$ cat src/rtl/if_prefetch_queue.sv
// Instruction-fetch prefetch queue: issues one word read at a time from a running fetch PC
// and buffers returned words with their addresses until the pipeline consumes them.
module if_prefetch_queue #(
   parameter int unsigned QDEPTH   = 4,
   parameter logic [31:0] RESET_PC = 32'h0
) (
   input  logic        clk,
   input  logic        rst,
   input  logic        rdy,
   input  logic        use_npc,
   input  logic [31:0] npc_addr,
   input  logic        stall,
   output logic        mem_req,
   output logic [31:0] mem_addr,
   input  logic        mem_ack,
   input  logic [31:0] mem_data,
   output logic [31:0] pc,
   output logic [31:0] inst,
   output logic        inst_valid,
   output logic        stall_req
);

   localparam int unsigned PW = $clog2(QDEPTH);
   localparam logic [PW:0] CNT_FULL = (PW+1)'(QDEPTH);

   typedef enum logic [1:0] {StIdle, StWait, StDiscard} state_e;

   state_e        state_q, state_d;
   logic [31:0]   fetch_pc_q, fetch_pc_d;
   logic [31:0]   old_addr_q, old_addr_d;
   logic [PW:0]   count_q, count_d;
   logic [PW-1:0] rd_ptr_q, rd_ptr_d;
   logic [PW-1:0] wr_ptr_q, wr_ptr_d;
   logic [31:0]   pc_mem   [QDEPTH];
   logic [31:0]   inst_mem [QDEPTH];

   logic valid;
   logic push;
   logic pop;

   assign valid = (count_q != '0);
   assign pop   = valid && !stall && !use_npc;
   assign push  = (state_q == StWait) && mem_ack && !use_npc;

   always_comb begin
      state_d    = state_q;
      fetch_pc_d = fetch_pc_q;
      old_addr_d = old_addr_q;
      count_d    = count_q;
      rd_ptr_d   = rd_ptr_q;
      wr_ptr_d   = wr_ptr_q;

      unique case (state_q)
         StIdle: begin
            if (!use_npc && (count_q < CNT_FULL)) state_d = StWait;
         end
         StWait: begin
            if (mem_ack) begin
               state_d = StIdle;
            end else if (use_npc) begin
               // Keep presenting the abandoned address until memory answers it.
               state_d    = StDiscard;
               old_addr_d = fetch_pc_q;
            end
         end
         StDiscard: begin
            if (mem_ack) state_d = StIdle;
         end
         default: state_d = StIdle;
      endcase

      if (use_npc) begin
         fetch_pc_d = npc_addr & ~32'h3;
         count_d    = '0;
         rd_ptr_d   = '0;
         wr_ptr_d   = '0;
      end else begin
         if (push) begin
            fetch_pc_d = fetch_pc_q + 32'd4;
            wr_ptr_d   = wr_ptr_q + PW'(1);
         end
         if (pop) rd_ptr_d = rd_ptr_q + PW'(1);
         case ({push, pop})
            2'b10:   count_d = count_q + (PW+1)'(1);
            2'b01:   count_d = count_q - (PW+1)'(1);
            default: count_d = count_q;
         endcase
      end
   end

   always_ff @(posedge clk or negedge rst) begin
      if (!rst) begin
         state_q    <= StIdle;
         fetch_pc_q <= RESET_PC;
         old_addr_q <= RESET_PC;
         count_q    <= '0;
         rd_ptr_q   <= '0;
         wr_ptr_q   <= '0;
      end else if (rdy) begin
         state_q    <= state_d;
         fetch_pc_q <= fetch_pc_d;
         old_addr_q <= old_addr_d;
         count_q    <= count_d;
         rd_ptr_q   <= rd_ptr_d;
         wr_ptr_q   <= wr_ptr_d;
      end
   end

   // Storage needs no reset: it is only observed through count.
   always_ff @(posedge clk) begin
      if (rdy && push) begin
         pc_mem[wr_ptr_q]   <= fetch_pc_q;
         inst_mem[wr_ptr_q] <= mem_data;
      end
   end

   assign mem_req    = (state_q != StIdle);
   assign mem_addr   = (state_q == StDiscard) ? old_addr_q : fetch_pc_q;
   assign inst_valid = valid;
   assign stall_req  = !valid;
   assign pc         = valid ? pc_mem[rd_ptr_q] : fetch_pc_q;
   assign inst       = valid ? inst_mem[rd_ptr_q] : 32'h0;

endmodule

$ cat config.mk
export PLATFORM = sky130hd
export DESIGN_NAME = if_prefetch_queue
export DESIGN_NICKNAME = d
export VERILOG_FILES = /design/src/rtl/if_prefetch_queue.sv
export SDC_FILE = /design/constraint.sdc
export NUM_CORES = 1
export LEC_CHECK = 0
export CAP_MARGIN = 20
export CORE_MARGIN = 5
export CORE_UTILIZATION = 40
export DETAILED_ROUTE_END_ITERATION = 8
export DONT_BUFFER_PORTS = 1
export HOLD_SLACK_MARGIN = 0.15
export SLEW_MARGIN = 20
export SYNTH_ARGS = -nofsm -noshare
export SYNTH_HDL_FRONTEND = slang
export SYNTH_SLANG_ARGS = --single-unit
$ cat constraint.sdc
create_clock -name clk -period 3.6 [get_ports clk]
set_clock_uncertainty 0.1 [all_clocks]
set_input_delay 0.54 -clock clk [delete_from_list [all_inputs] [get_ports clk]]
set_output_delay 0.54 -clock clk [all_outputs]
set_load 0.02 [all_outputs]
## After elaboration in Yosys (flattened, before gate mapping)

Memory sizes are Yosys's and may differ from the RTL's.
Cells that the tools add are included.

| storage, ports and cells | value |
|---|---|
| memory bits (writable) | 256 |
| register bits | 73 |
| output and inout bits | 99 |
| memories | 2 |
| input port bits | 70 |

| cells by class | value |
|---|---|
| magnitude comparators | 1 |
| multiplexer cells | 18 |
| reduce and logical (&&, ||, !) cells | 20 |
| add/sub/neg operators | 5 |
| equality and inequality tests | 7 |
| bitwise gates (word level) | 1 |

Memories:

| name | words | width | rd ports | clocked after memory_dff | wr ports | RTL line | text |
|---|---|---|---|---|---|---|---|
| inst_mem | 4 | 32 | 1 | 0 | 1 | 35 | `logic [31:0] inst_mem [QDEPTH];` |
| pc_mem | 4 | 32 | 1 | 0 | 1 | 34 | `logic [31:0] pc_mem [QDEPTH];` |

Operators with widths:

| operator | count |
|---|---|
| $mux W32 | 5 |
| $add A32 B3 Y32 const B | 1 |
| $mux W2 | 8 |
| $reduce_and A4 Y1 | 2 |
| $logic_and A1 B1 Y1 | 6 |
| $pmux W2 S3 | 1 |
| $pmux W3 S2 | 1 |
| $reduce_and A2 Y1 | 3 |
| $reduce_bool A2 Y1 | 3 |
| $reduce_bool A3 Y1 | 2 |
| $add A2 B1 Y2 const B | 2 |
| $eq A2 B1 Y1 const B | 2 |
| $eq A2 B2 Y1 const B | 2 |
| $ne A2 B2 Y1 const B | 2 |
| $add A3 B1 Y3 const B | 1 |
| $logic_not A1 Y1 | 3 |
| $lt A3 B3 Y1 const B | 1 |
| $mux W3 | 1 |
| $ne A3 B3 Y1 const B | 1 |
| $sub A3 B1 Y3 const B | 1 |
| $logic_not A2 Y1 | 1 |
| $mux W1 | 2 |
| $not A1 Y1 | 1 |

## Logic depth before layout (Yosys ltp)

Gate-level depths: netlist of run 1.

| logic depth | value |
|---|---|
| depth in word-level cells | 6 |
| gate-level depth with buffers | 10 |

## Worst setup path before layout of run 1

No wires, ideal clock.

| timing path | value |
|---|---|
| path kind | input port to flip-flop |
| start point | input rdy |
| end point | memory inst_mem[1][0] (enable) |
| setup time | 0.426 ns |
| path slack | 0.409 ns |
| arrival | 2.665 ns |
| stages on the path | 4 |
| cell sequence | clkbuf_1 nand2b_1 nor2_1 and2_1 |

| between the ends | value |
|---|---|
| cells in the longest elaborated chain, start to end | 3 |

Ends and longest elaborated chain:

| item | RTL line | text |
|---|---|---|
| start: declaration | 9 | `input logic rdy,` |
| $logic_and A1 B1 Y1 | 111 | `if (rdy && push) begin` |
| $mux W1 | 111 |  |
| $mux W1 (implied by the code) | 113 | `inst_mem[wr_ptr_q] <= mem_data;` |
| end: declaration | 35 |  |

Every way passes these cells.

## Worst setup path in the final report of run 1

| timing path | value |
|---|---|
| start point | register rd_ptr_q[0] |
| end point | output pc[31] |

| between the ends | value |
|---|---|
| cells in the longest elaborated chain, start to end | 2 |

Ends and longest elaborated chain:

| item | RTL line | text |
|---|---|---|
| start: declaration | 32 | `logic [PW-1:0] rd_ptr_q, rd_ptr_d;` |
| start signal: assignment | 104 | `rd_ptr_q <= rd_ptr_d;` |
| $mem_v2 Z4 W32 | -- |  |
| $mux W32 | 121 | `assign pc = valid ? pc_mem[rd_ptr_q] : fetch_pc_q;` |
| end: declaration | 17 | `output logic [31:0] pc,` |

Every way passes these cells.

==> results of run 1 <==
==> metal layers <==
| layer | track usage, % | wire (um) | part of all wire, % | up-vias |
|---|---|---|---|---|
| met5 | 0 | 13 | 0.041 | - |
| met4 | 3.98 | 627 | 2.0 | 2 |
| met3 | 4.71 | 2330 | 7.3 | 47 |
| met2 | 27.5 | 15500 | 48 | 226 |
| met1 | 22.8 | 13600 | 42 | 3863 |
| li1 | - | - | - | 3381 |
==> path summary, 6_finish.rpt <==
path                                             from                    endpoint  slack [ns]  cells past startpoint
max                           rd_ptr_q[0]$_DFFE_PN0P_                      pc[31]        0.55                      3
min                                               rdy      count_q[0]$_DFFE_PN0P_        0.16                      2
max reg2reg                    count_q[1]$_DFFE_PN0P_      count_q[2]$_DFFE_PN0P_        1.02                      9
min reg2reg                old_addr_q[25]$_DFFE_PN0P_  old_addr_q[25]$_DFFE_PN0P_        0.39                      1
max in group asynchronous                         rst     rd_ptr_q[0]$_DFFE_PN0P_        2.54                      2
min in group asynchronous                         rst  fetch_pc_q[17]$_DFFE_PN0P_        0.54                      2
==> power groups by stage <==
stage | clock network, uW | logic, uW | registers (uW)
3_5_place_dp | 0 | 3540 | 4920
3_3_place_gp | 0 | 3530 | 4890
2_1_floorplan | 0 | 2960 | 4620
4_1_cts | 3710 | 3660 | 4840
5_1_grt | 3870 | 3860 | 4900
6_report | 3610 | 3580 | 4830
==> state kept, by name, indices dropped and copies added (netlist names) <==
register,cells
rd_ptr_q,2
wr_ptr_q,2
fetch_pc_q,30
pc_mem,120
old_addr_q,30
inst_mem,128
count_q,3
state_q,2
==> kinds of logic (layout without fill, tap and decap cells) <==
family | after synthesis | in the layout | synth area share [%]
flip-flops | 317 | 317 | 67.6
AND/OR/NAND/NOR | 172 | 172 | 7.05
multiplexers | 153 | 153 | 17.8
AO/OA/AOI/OAI | 102 | 102 | 4.65
buffers and inverters | 68 | 171 | 2.13
adder cells (fa/ha/maj) | 6 | 6 | 0.554
XOR/XNOR | 2 | 2 | 0.129
other | 1 | 4 | 0.0277
==> layout make-up <==
cell class,instances,share of cell area [%]
clock buffer,54,6.57
clock inverter,14,0.804
inverter,13,0.305
sequential,317,57.3
multi-input combinational,439,25.8
timing repair buffer,90,5.67
tap,448,3.50
==> through the flow <==
stage	hold slack, ns	cell area, sq um	total power, uW	utilization, %	cells
after floorplan	0.144	13600	7590	-	824
after global placement	0.147	14200	8420	42.4	1246
after detailed placement	0.147	14200	8450	42.4	1246
after CTS	0.152	16000	12200	47.8	1375
after global routing	0.170	16000	12600	47.8	1375
final	0.161	16000	12000	47.8	1375
==> cell usage after synthesis (6+ instances only) <==
| master | number | share of area [%] |
|---|---|---|
| buf_2 | 15 | 0.55 |
| nand3_1 | 21 | 0.77 |
| nand2_1 | 33 | 0.91 |
| nor2b_1 | 6 | 0.28 |
| mux2_2 | 84 | 7.0 |
| edfxtp_1 | 248 | 55 |
| nor3_1 | 8 | 0.30 |
| clkbuf_1 | 31 | 0.86 |
| dfrtp_1 | 69 | 13 |
| nand4_1 | 13 | 0.60 |
| ha_1 | 6 | 0.55 |
| inv_1 | 13 | 0.36 |
| o21ai_0 | 23 | 0.85 |
| o22ai_1 | 12 | 0.55 |
| nor2_1 | 22 | 0.61 |
| a21oi_1 | 32 | 1.2 |
| and2_1 | 38 | 1.8 |
| mux4_2 | 62 | 10 |
==> worst reg2reg max path, cell delays in order, from the launching register on <==
cell	delay (ns)
dfrtp_1	0.40
or3_4	0.39
inv_1	0.31
nor4_1	0.12
xnor2_1	0.14
ha_1	0.21
or3_1	0.30
nor4_1	0.17
nor3_1	0.10
o311ai_1	0.23
==> repair_timing <==
item                      CTS  global route
buffers inserted            0             0
resized for setup           0             0
hold buffers               61             0
hold endpoints to repair  228             0
==> results.sh, run 1 <==
export IMPL_drt_first_iter_violations=417
export IMPL_vias_per_cell=5.47
export IMPL_crit_path_start_kind="register"
export IMPL_die_x_um=194
export IMPL_irDropWorstVdd_mv=0.374
export IMPL_power_internal_uw=8000
export IMPL_postRouteAntennaNets=0
export IMPL_clkSinkCount=317
export IMPL_hold_violations=0
export IMPL_synth_seq_cells=317
export IMPL_rsz0062_at_grt="false"
export IMPL_async_reset_ff_share_pct=21.8
export IMPL_slew_limit_headroom_pct=38.3
export IMPL_crit_family="multiplexers"
export IMPL_power_frac_seq_pct=40.2
export IMPL_finalSetupTns_ns=0
export IMPL_gp_congestion=0.762
export IMPL_postSynthCellCount=821
export IMPL_antenna_cells=0
export IMPL_core_area_sq_mm=0.0335
export IMPL_ys_warn_count=0
export IMPL_synth_seq_area_share_pct=67.6
export IMPL_io_pin_count=169
export IMPL_synth_edf_count=248
export IMPL_crit_path_end_kind="primary output"
export IMPL_worstMarginPinSlew_ns=0.925
export IMPL_fin_nets=974
export IMPL_critPathMaxFanout=26
export IMPL_worstPathArrival_ns=2.41
export IMPL_syn_area_sq_mm=0.0136
export IMPL_dp_final_hpwl_um=19400
export IMPL_grt_pass1_vias=7969
export IMPL_wl_per_cell_um=23.3
export IMPL_rows=67
export IMPL_via_count=7519
export IMPL_cellLeakagePower_uw=0.00540
export IMPL_grt_ovfl_total=0
export IMPL_insertion_delay_ns=0.52
export IMPL_gr_usage_all_layers_pct=16.9
export IMPL_crit_buf_inv=1
export IMPL_synth_top_flop_cell="edfxtp_1"
export IMPL_slowest_stage="dfrtp_4"
export IMPL_finalSetupViolCount=0
export IMPL_nFillCells=2920
export IMPL_combPwrFrac_pct=29.8
export IMPL_grt_pass1_wl_um=49800
export IMPL_p_sw_uw=4010
export IMPL_period_needed_ns=3.05
export IMPL_fin_ws_ns=0.553
export IMPL_antenna_found_initial=1
export IMPL_die_height_um=194
export IMPL_multi_input_area_sq_mm=0.00414
export IMPL_dp_slack_ns=1.03
export IMPL_path_class="reg -> out"
export IMPL_htreeDepth=2
export IMPL_synth_cell_types=56
export IMPL_port_buffers=0
export IMPL_cts_tree="done"
export IMPL_period_share_pct=84.6
export IMPL_required_ns=2.96
export IMPL_max_cap_viol_count=0
export IMPL_numCtsBuffers=37
export IMPL_drcViolationCount=0
export IMPL_grt_max_degree=70
export IMPL_drive_gt1_share_pct=26.2
export IMPL_final_common_cell="edfxtp_1"
export IMPL_finalWirelength_um=32000
export IMPL_cpPeakStageDelay_ns=0.68
export IMPL_areaGrowthSynthToFinish_pct=18.1
export IMPL_ff_latch_area_sq_mm=0.00918
export IMPL_final_cell_mix="edfxtp_1 (248), mux2_2 (84), dfrtp_1 (67)"
export IMPL_max_freq_ghz=0.328
export IMPL_dieArea_sq_mm=0.0377
export IMPL_switching_share_pct=33.4
export IMPL_synth_area_per_cell_sq_um=16.5
export IMPL_path_cells="buf_12 > mux4_2 > mux2_2"
export IMPL_clock_power_share_pct=30.0
export IMPL_p_per_area_mw_per_mm2=750
export IMPL_maxSlewViolCount=0
export IMPL_drt_first_pass_iters=4
export IMPL_path_clk_slew_ns=0.06
export IMPL_status="finished, final reports clean"
export IMPL_start_util_pct=40.4
export IMPL_hp_class="in -> reg"
export IMPL_ctsRootBufferMaster="clkbuf_16"
export IMPL_clockBufferDepth=3
Power figures use the tool's default switching activity.
==> run 2: changes to the inputs <==
- ABC_AREA: unset -> 1
- clock period: 3.6 -> 2.9 ns (I/O delays scaled with it)
==> run 2 against run 1 <==
Effect of this change: routed wire length is 17% higher; die area is 3.0% higher; non-clock buffer count is 69 higher; register-to-register slack worse by 0.54 ns; final cell count is 45% higher; core utilization is 1.2 points higher; clock power is 17% higher; critical path type unchanged; count of clock-buffer cells in the layout is 9 lower; largest power group unchanged.
==> results.sh, run 2 <==
export IMPL_synth_compound_area_share_pct=12.2
export IMPL_grt_pass1_vias=10127
export IMPL_critPathLaunch="count_q[1]$_DFFE_PN0P_"
export IMPL_slew_limit_headroom_pct=49.8
export IMPL_grt_pass1_wl_um=57900
export IMPL_postRouteAntennaNets=0
export IMPL_postSynthCellCount=1387
export IMPL_nFillCells=3105
export IMPL_finalSetupTns_ns=0
export IMPL_cts_tree="done"
export IMPL_hp_class="in -> reg"
export IMPL_antenna_found_initial=0
export IMPL_start_util_pct=40.5
export IMPL_crit_path_start_kind="register"
export IMPL_synth_xor_area_share_pct=0.250
export IMPL_max_freq_ghz=0.363
export IMPL_rows=68
export IMPL_drt_first_iter_violations=835
export IMPL_crit_path_end_kind="primary output"
export IMPL_worstPathArrival_ns=2.22
export IMPL_async_reset_ff_share_pct=21.8
export IMPL_ctsRootBufferMaster="clkbuf_16"
export IMPL_required_ns=2.37
export IMPL_drive_gt1_share_pct=11.9
export IMPL_clkSinkCount=317
export IMPL_synthTopCellsByCount="nor2_1 (276), nand2_1 (250), edfxtp_1 (248), o21ai_0 (194), dfrtp_1 (69)"
export IMPL_cts_setup_buffers=0
export IMPL_synth_top_flop_cell="edfxtp_1"
export IMPL_rr_endpoint="rd_ptr_q[1]$_DFFE_PN0P_"
export IMPL_die_x_um=197
export IMPL_port_buffers=0
export IMPL_gr_usage_all_layers_pct=18.8
export IMPL_synth_seq_cells=317
export IMPL_worstHoldEndpoint="state_q[0]$_DFFE_PN0P_"
export IMPL_max_cap_viol_count=0
export IMPL_dp_final_hpwl_um=22600
export IMPL_irDropWorstVdd_mv=0.533
export IMPL_finalWirelength_um=37600
export IMPL_hold_violations=0
export IMPL_numCtsBuffers=35
export IMPL_finalSetupViolCount=0
export IMPL_r2r_setup_slack_ns=0.48
export IMPL_cellLeakagePower_uw=0.00625
export IMPL_hold_start="use_npc"
export IMPL_io_pin_count=169
export IMPL_synth_top_cell_area_share_pct=53.2
export IMPL_areaGrowthSynthToFinish_pct=21.0
export IMPL_drt_first_pass_iters=5
export IMPL_maxSlewViolCount=0
export IMPL_yosysMostFrequentCell="nor2_1"
export IMPL_grt_ovfl_total=0
export IMPL_vias_per_cell=5.22
export IMPL_core_area_sq_mm=0.0345
export IMPL_ys_warn_count=0
export IMPL_worstMarginPinSlew_ns=0.745
export IMPL_yosys_top_cells_area="edfxtp_1 (53%), dfrtp_1 (12%), nor2_1 (7.4%)"
export IMPL_synth_adder_area_share_pct=0.537
export IMPL_gp_congestion=0.864
export IMPL_synth_mux_area_share_pct=0
export IMPL_synth_area_per_cell_sq_um=10.1
export IMPL_top_regs="inst_mem (128), pc_mem (120)"
export IMPL_final_common_cell="nor2_1"
export IMPL_fin_nets=1585
export IMPL_synth_seq_area_share_pct=65.6
export IMPL_final_cell_mix="nor2_1 (271), nand2_1 (249), edfxtp_1 (248)"
export IMPL_whs_path_depth=4
export IMPL_yosysTopAreaCell="edfxtp_1"
export IMPL_p_per_area_mw_per_mm2=917
export IMPL_drcViolationCount=0
export IMPL_dp_slack_ns=0.573
export IMPL_final_util_pct=49.0
export IMPL_wl_per_cell_um=18.9
export IMPL_grt_max_degree=127
export IMPL_path_clk_slew_ns=0.06
export IMPL_critPathMaxFanout=26
export IMPL_period_share_pct=95.0
export IMPL_antenna_cells=0
export IMPL_synth_edf_count=248
export IMPL_insertion_delay_ns=0.51
export IMPL_synthSimpleGateAreaFrac_pct=17.2
export IMPL_largest_register_ffs=128
export IMPL_r2r_start="count_q[1]$_DFFE_PN0P_"
export IMPL_clockBufferDepth=3
export IMPL_die_height_um=197
export IMPL_htreeDepth=2
export IMPL_reg2reg_depth=9
export IMPL_fin_ws_ns=0.146
export IMPL_via_count=10391
export IMPL_period_needed_ns=2.75
export IMPL_regMostFlops="inst_mem"
export IMPL_synth_top_family_by_area="simple AND/OR/NAND/NOR gates"
export IMPL_rsz0062_at_grt="false"
export IMPL_syn_area_sq_mm=0.0140
export IMPL_dieArea_sq_mm=0.0388
export IMPL_synth_cell_types=33
export IMPL_hold_ws_ns=0.214
export IMPL_path_class="reg -> out"
export IMPL_status="finished, final reports clean"
-- run 2: cell types whose count changed after synthesis, sizes merged, moves of 24 or more --
| cell | before | now |
|---|---|---|
| inv | 13 | 60 |
| nor2 | 22 | 292 |
| o21ai | 26 | 248 |
| o22ai | 12 | 36 |
| and2 | 38 | 1 |
| mux4 | 62 | 0 |
| nand2 | 33 | 260 |
| mux2 | 87 | 0 |
-- run 2: repair_timing --
item | CTS | global route
hold buffers | 69 | 0
setup endpoints to repair | 0 | 19
endpoints found under the hold margin | 235 | 0
gates resized for setup | 0 | 6
-- run 2: worst max-delay path: stages, from the launching register on --
cell and delay [ns]:
dfrtp_1 0.41, nor2_1 0.20, nand2_4 0.23, buf_4 0.30, o21ai_0 0.33, buf_4 0.21
-- run 2: stage by stage --
stage | power (uW) | instance area (sq um) | std cells
6_report | 15500 | 16900 | 1989
5_1_grt | 16400 | 16900 | 1989
4_1_cts | 15600 | 16900 | 1988
3_5_place_dp | 11200 | 15100 | 1857
3_3_place_gp | 11100 | 15100 | 1857
2_1_floorplan | 9210 | 14000 | 1390
-- run 2: kinds of logic after synthesis --
logic type | count (synthesis)
AO/OA/AOI/OAI | 328
XOR/XNOR | 4
adder cells (fa/ha/maj) | 6
buffers and inverters | 137
flip-flops | 317
other | 1
AND/OR/NAND/NOR | 594
-- run 2: report_power, final --
| group | leakage (uW) | total [uW] | internal, uW | switching (uW) |
|---|---|---|---|---|
| logic | 0.00260 | 5260 | 1690 | 3570 |
| registers | 0.00311 | 6020 | 5520 | 505 |
| clock network | 0.000537 | 4230 | 2510 | 1710 |
-- run 2: worst max-delay path by stage --
stage,to,slack (ns),cells past startpoint
final,pc[15],0.15,5
after CTS,pc[17],0.03,6
after detailed placement,pc[17],0.57,6
after floorplan,inst_mem[0][0]$_DFFE_PP_,-0.13,5
after global placement,pc[17],0.59,6
after global routing,pc[20],0.02,7
-- run 2: per-layer routing --
metal / track usage (%) / wire length [um] / part of all wire, %
met5: 0 / 0 / 0
met4: 4.62 / 823 / 2.2
met3: 3.61 / 2770 / 7.4
met2: 31.1 / 17900 / 48
met1: 25.8 / 16100 / 43
-- run 2: layout make-up --
type | count | area (sq um) | area share [%]
timing repair buffer | 159 | 1550 | 9.18
multi-input combinational | 936 | 4280 | 25.3
clock buffer | 45 | 955 | 5.64
tap | 455 | 569 | 3.36
sequential | 317 | 9180 | 54.2
clock inverter | 17 | 151 | 0.895
inverter | 60 | 233 | 1.38
==> run 3: changes to the inputs <==
- ABC_AREA: 1 -> unset
- CORE_ASPECT_RATIO: unset -> 2
- MAX_ROUTING_LAYER: unset -> met4
==> run 3 against run 2 <==
Effect of this change: final cell count shrank 31%; worst setup slack lost 0.023 ns; via count shrank 26%; critical path depth shrank 2; critical endpoint is now pc[30]; die area shrank 2.3%; design area shrank 4.7%; power shrank 5.9%; register-to-register slack lost 0.32 ns; fmax shrank 0.84%; largest cell class unchanged; worst hold slack lost 0.016 ns.
==> results.sh, run 3 (synthesis results as in run 1) <==
export IMPL_crit_path_end_kind="primary output"
export IMPL_clockBufferDepth=3
export IMPL_fin_nets=991
export IMPL_rows=95
export IMPL_required_ns=2.37
export IMPL_drcViolationCount=0
export IMPL_path_clk_slew_ns=0.07
export IMPL_final_cell_mix="edfxtp_1 (248), mux2_2 (84), dlygate4sd3_1 (70)"
export IMPL_max_freq_ghz=0.360
export IMPL_crit_buf_inv=1
export IMPL_grt_ovfl_total=0
export IMPL_finalWirelength_um=32600
export IMPL_rsz0062_at_grt="false"
export IMPL_finalSetupViolCount=0
export IMPL_nFillCells=2907
export IMPL_io_pin_count=169
export IMPL_max_cap_viol_count=0
export IMPL_cts_tree="done"
export IMPL_crit_path_start_kind="register"
export IMPL_status="finished, final reports clean"
export IMPL_cellLeakagePower_uw=0.00546
export IMPL_via_count=7690
export IMPL_grt_max_degree=70
export IMPL_finalSetupTns_ns=0
export IMPL_core_area_sq_mm=0.0335
export IMPL_path_class="reg -> out"
export IMPL_die_height_um=270
export IMPL_ctsRootBufferMaster="clkbuf_16"
export IMPL_slew_limit_headroom_pct=24.0
export IMPL_dp_slack_ns=0.499
export IMPL_slowest_stage="dfrtp_4"
export IMPL_postRouteAntennaNets=0
export IMPL_hp_class="in -> reg"
export IMPL_die_x_um=140
export IMPL_cpPeakStageDelay_ns=0.67
export IMPL_gr_usage_all_layers_pct=17.8
export IMPL_dieArea_sq_mm=0.0379
export IMPL_areaGrowthSynthToFinish_pct=19.0
export IMPL_regMostFlops="inst_mem"
export IMPL_period_share_pct=95.8
export IMPL_top_regs="inst_mem (128), pc_mem (120)"
export IMPL_start_util_pct=40.5
export IMPL_fin_ws_ns=0.123
export IMPL_numCtsBuffers=29
export IMPL_dp_final_hpwl_um=20800
export IMPL_gp_congestion=0.786
export IMPL_port_buffers=0
export IMPL_largest_register_ffs=128
export IMPL_antenna_found_initial=0
export IMPL_crit_family="flip-flops"
export IMPL_p_per_area_mw_per_mm2=904
export IMPL_critPathMaxFanout=22
export IMPL_maxSlewViolCount=0
export IMPL_final_common_cell="edfxtp_1"
export IMPL_worstPathArrival_ns=2.24
export IMPL_wl_per_cell_um=23.8
export IMPL_drive_gt1_share_pct=27.2
export IMPL_worstMarginPinSlew_ns=1.14
export IMPL_irDropWorstVdd_mv=0.541
export IMPL_hold_violations=0
export IMPL_power_uw=14600
export IMPL_htreeDepth=1
export IMPL_grt_pass1_vias=8220
export IMPL_drt_first_pass_iters=5
export IMPL_antenna_cells=0
export IMPL_path_cells="buf_4 > mux4_2 > mux2_2"
export IMPL_vias_per_cell=5.60
export IMPL_clkSinkCount=317
export IMPL_insertion_delay_ns=0.55
export IMPL_drt_first_iter_violations=465
export IMPL_period_needed_ns=2.78
export IMPL_grt_pass1_wl_um=50400
==> run 3: final cells by class <==
cell class | count | area, sq um | share of cell area [%]
Inverter | 13 | 48.8 | 0.302
Clock inverter | 21 | 246 | 1.53
Timing Repair Buffer | 115 | 1230 | 7.64
Multi-Input combinational cell | 439 | 4140 | 25.7
Sequential cell | 317 | 9180 | 56.9
Tap cell | 436 | 546 | 3.38
Clock buffer | 32 | 737 | 4.57
==> run 3: worst paths after layout <==
path | end | cells after the start | from | slack (ns)
max in group asynchronous | fetch_pc_q[3]$_DFFE_PN0P_ | 2 | rst | 1.96
hold / removal | fetch_pc_q[12]$_DFFE_PN0P_ | 3 | use_npc | 0.20
setup / recovery | pc[30] | 3 | rd_ptr_q[1]$_DFFE_PN0P_ | 0.12
hold reg to reg | old_addr_q[8]$_DFFE_PN0P_ | 1 | old_addr_q[8]$_DFFE_PN0P_ | 0.40
setup reg to reg | fetch_pc_q[26]$_DFFE_PN0P_ | 8 | fetch_pc_q[3]$_DFFE_PN0P_ | 0.16
min in group asynchronous | old_addr_q[27]$_DFFE_PN0P_ | 2 | rst | 0.33
==> run 3: per-stage QoR <==
stage               std cells  hold WS, ns  area, sq um  util (%)
finish                   1373        0.197        16100      48.1
global route             1373        0.189        16100      48.1
CTS                      1373        0.155        16100      48.1
detailed placement       1247       0.0432        14400      42.9
global placement         1247       0.0429        14400      42.9
floorplan                 824       0.0394        13600         -
==> run 3: power by group <==
part | leakage (uW) | internal, uW | switching, uW
logic | 0.00192 | 1960 | 2800
clock network | 0.000481 | 2290 | 1670
registers | 0.00306 | 5400 | 464
==> run 3: timing repair <==
action / CTS / global route
hold endpoints to repair: 234 / 0
resized for setup: 2 / 1
pin swaps: 0 / 0
gates cloned: 0 / 0
buffers inserted: 1 / 0
hold buffers: 72 / 0
setup endpoints to repair: 40 / 1
==> run 3: metal layers <==
layer  global-route usage [%]  share of wire (%)  wire length [um]
met5                        -                  0                 0
met4                     5.36                2.8               898
met3                     2.20                4.0              1320
met2                     32.6                 56             18400
met1                     20.1                 37             12000
==> run 3: worst reg2reg max path, delay by kind of cell (launching register included) <==
family	cells	cell delay, ns
AOI/OAI and AO/OA	2	0.18
adders and majority gates	1	0.34
buffers and inverters	2	0.84
DFF	1	0.50
and+or+nand+nor	3	0.67
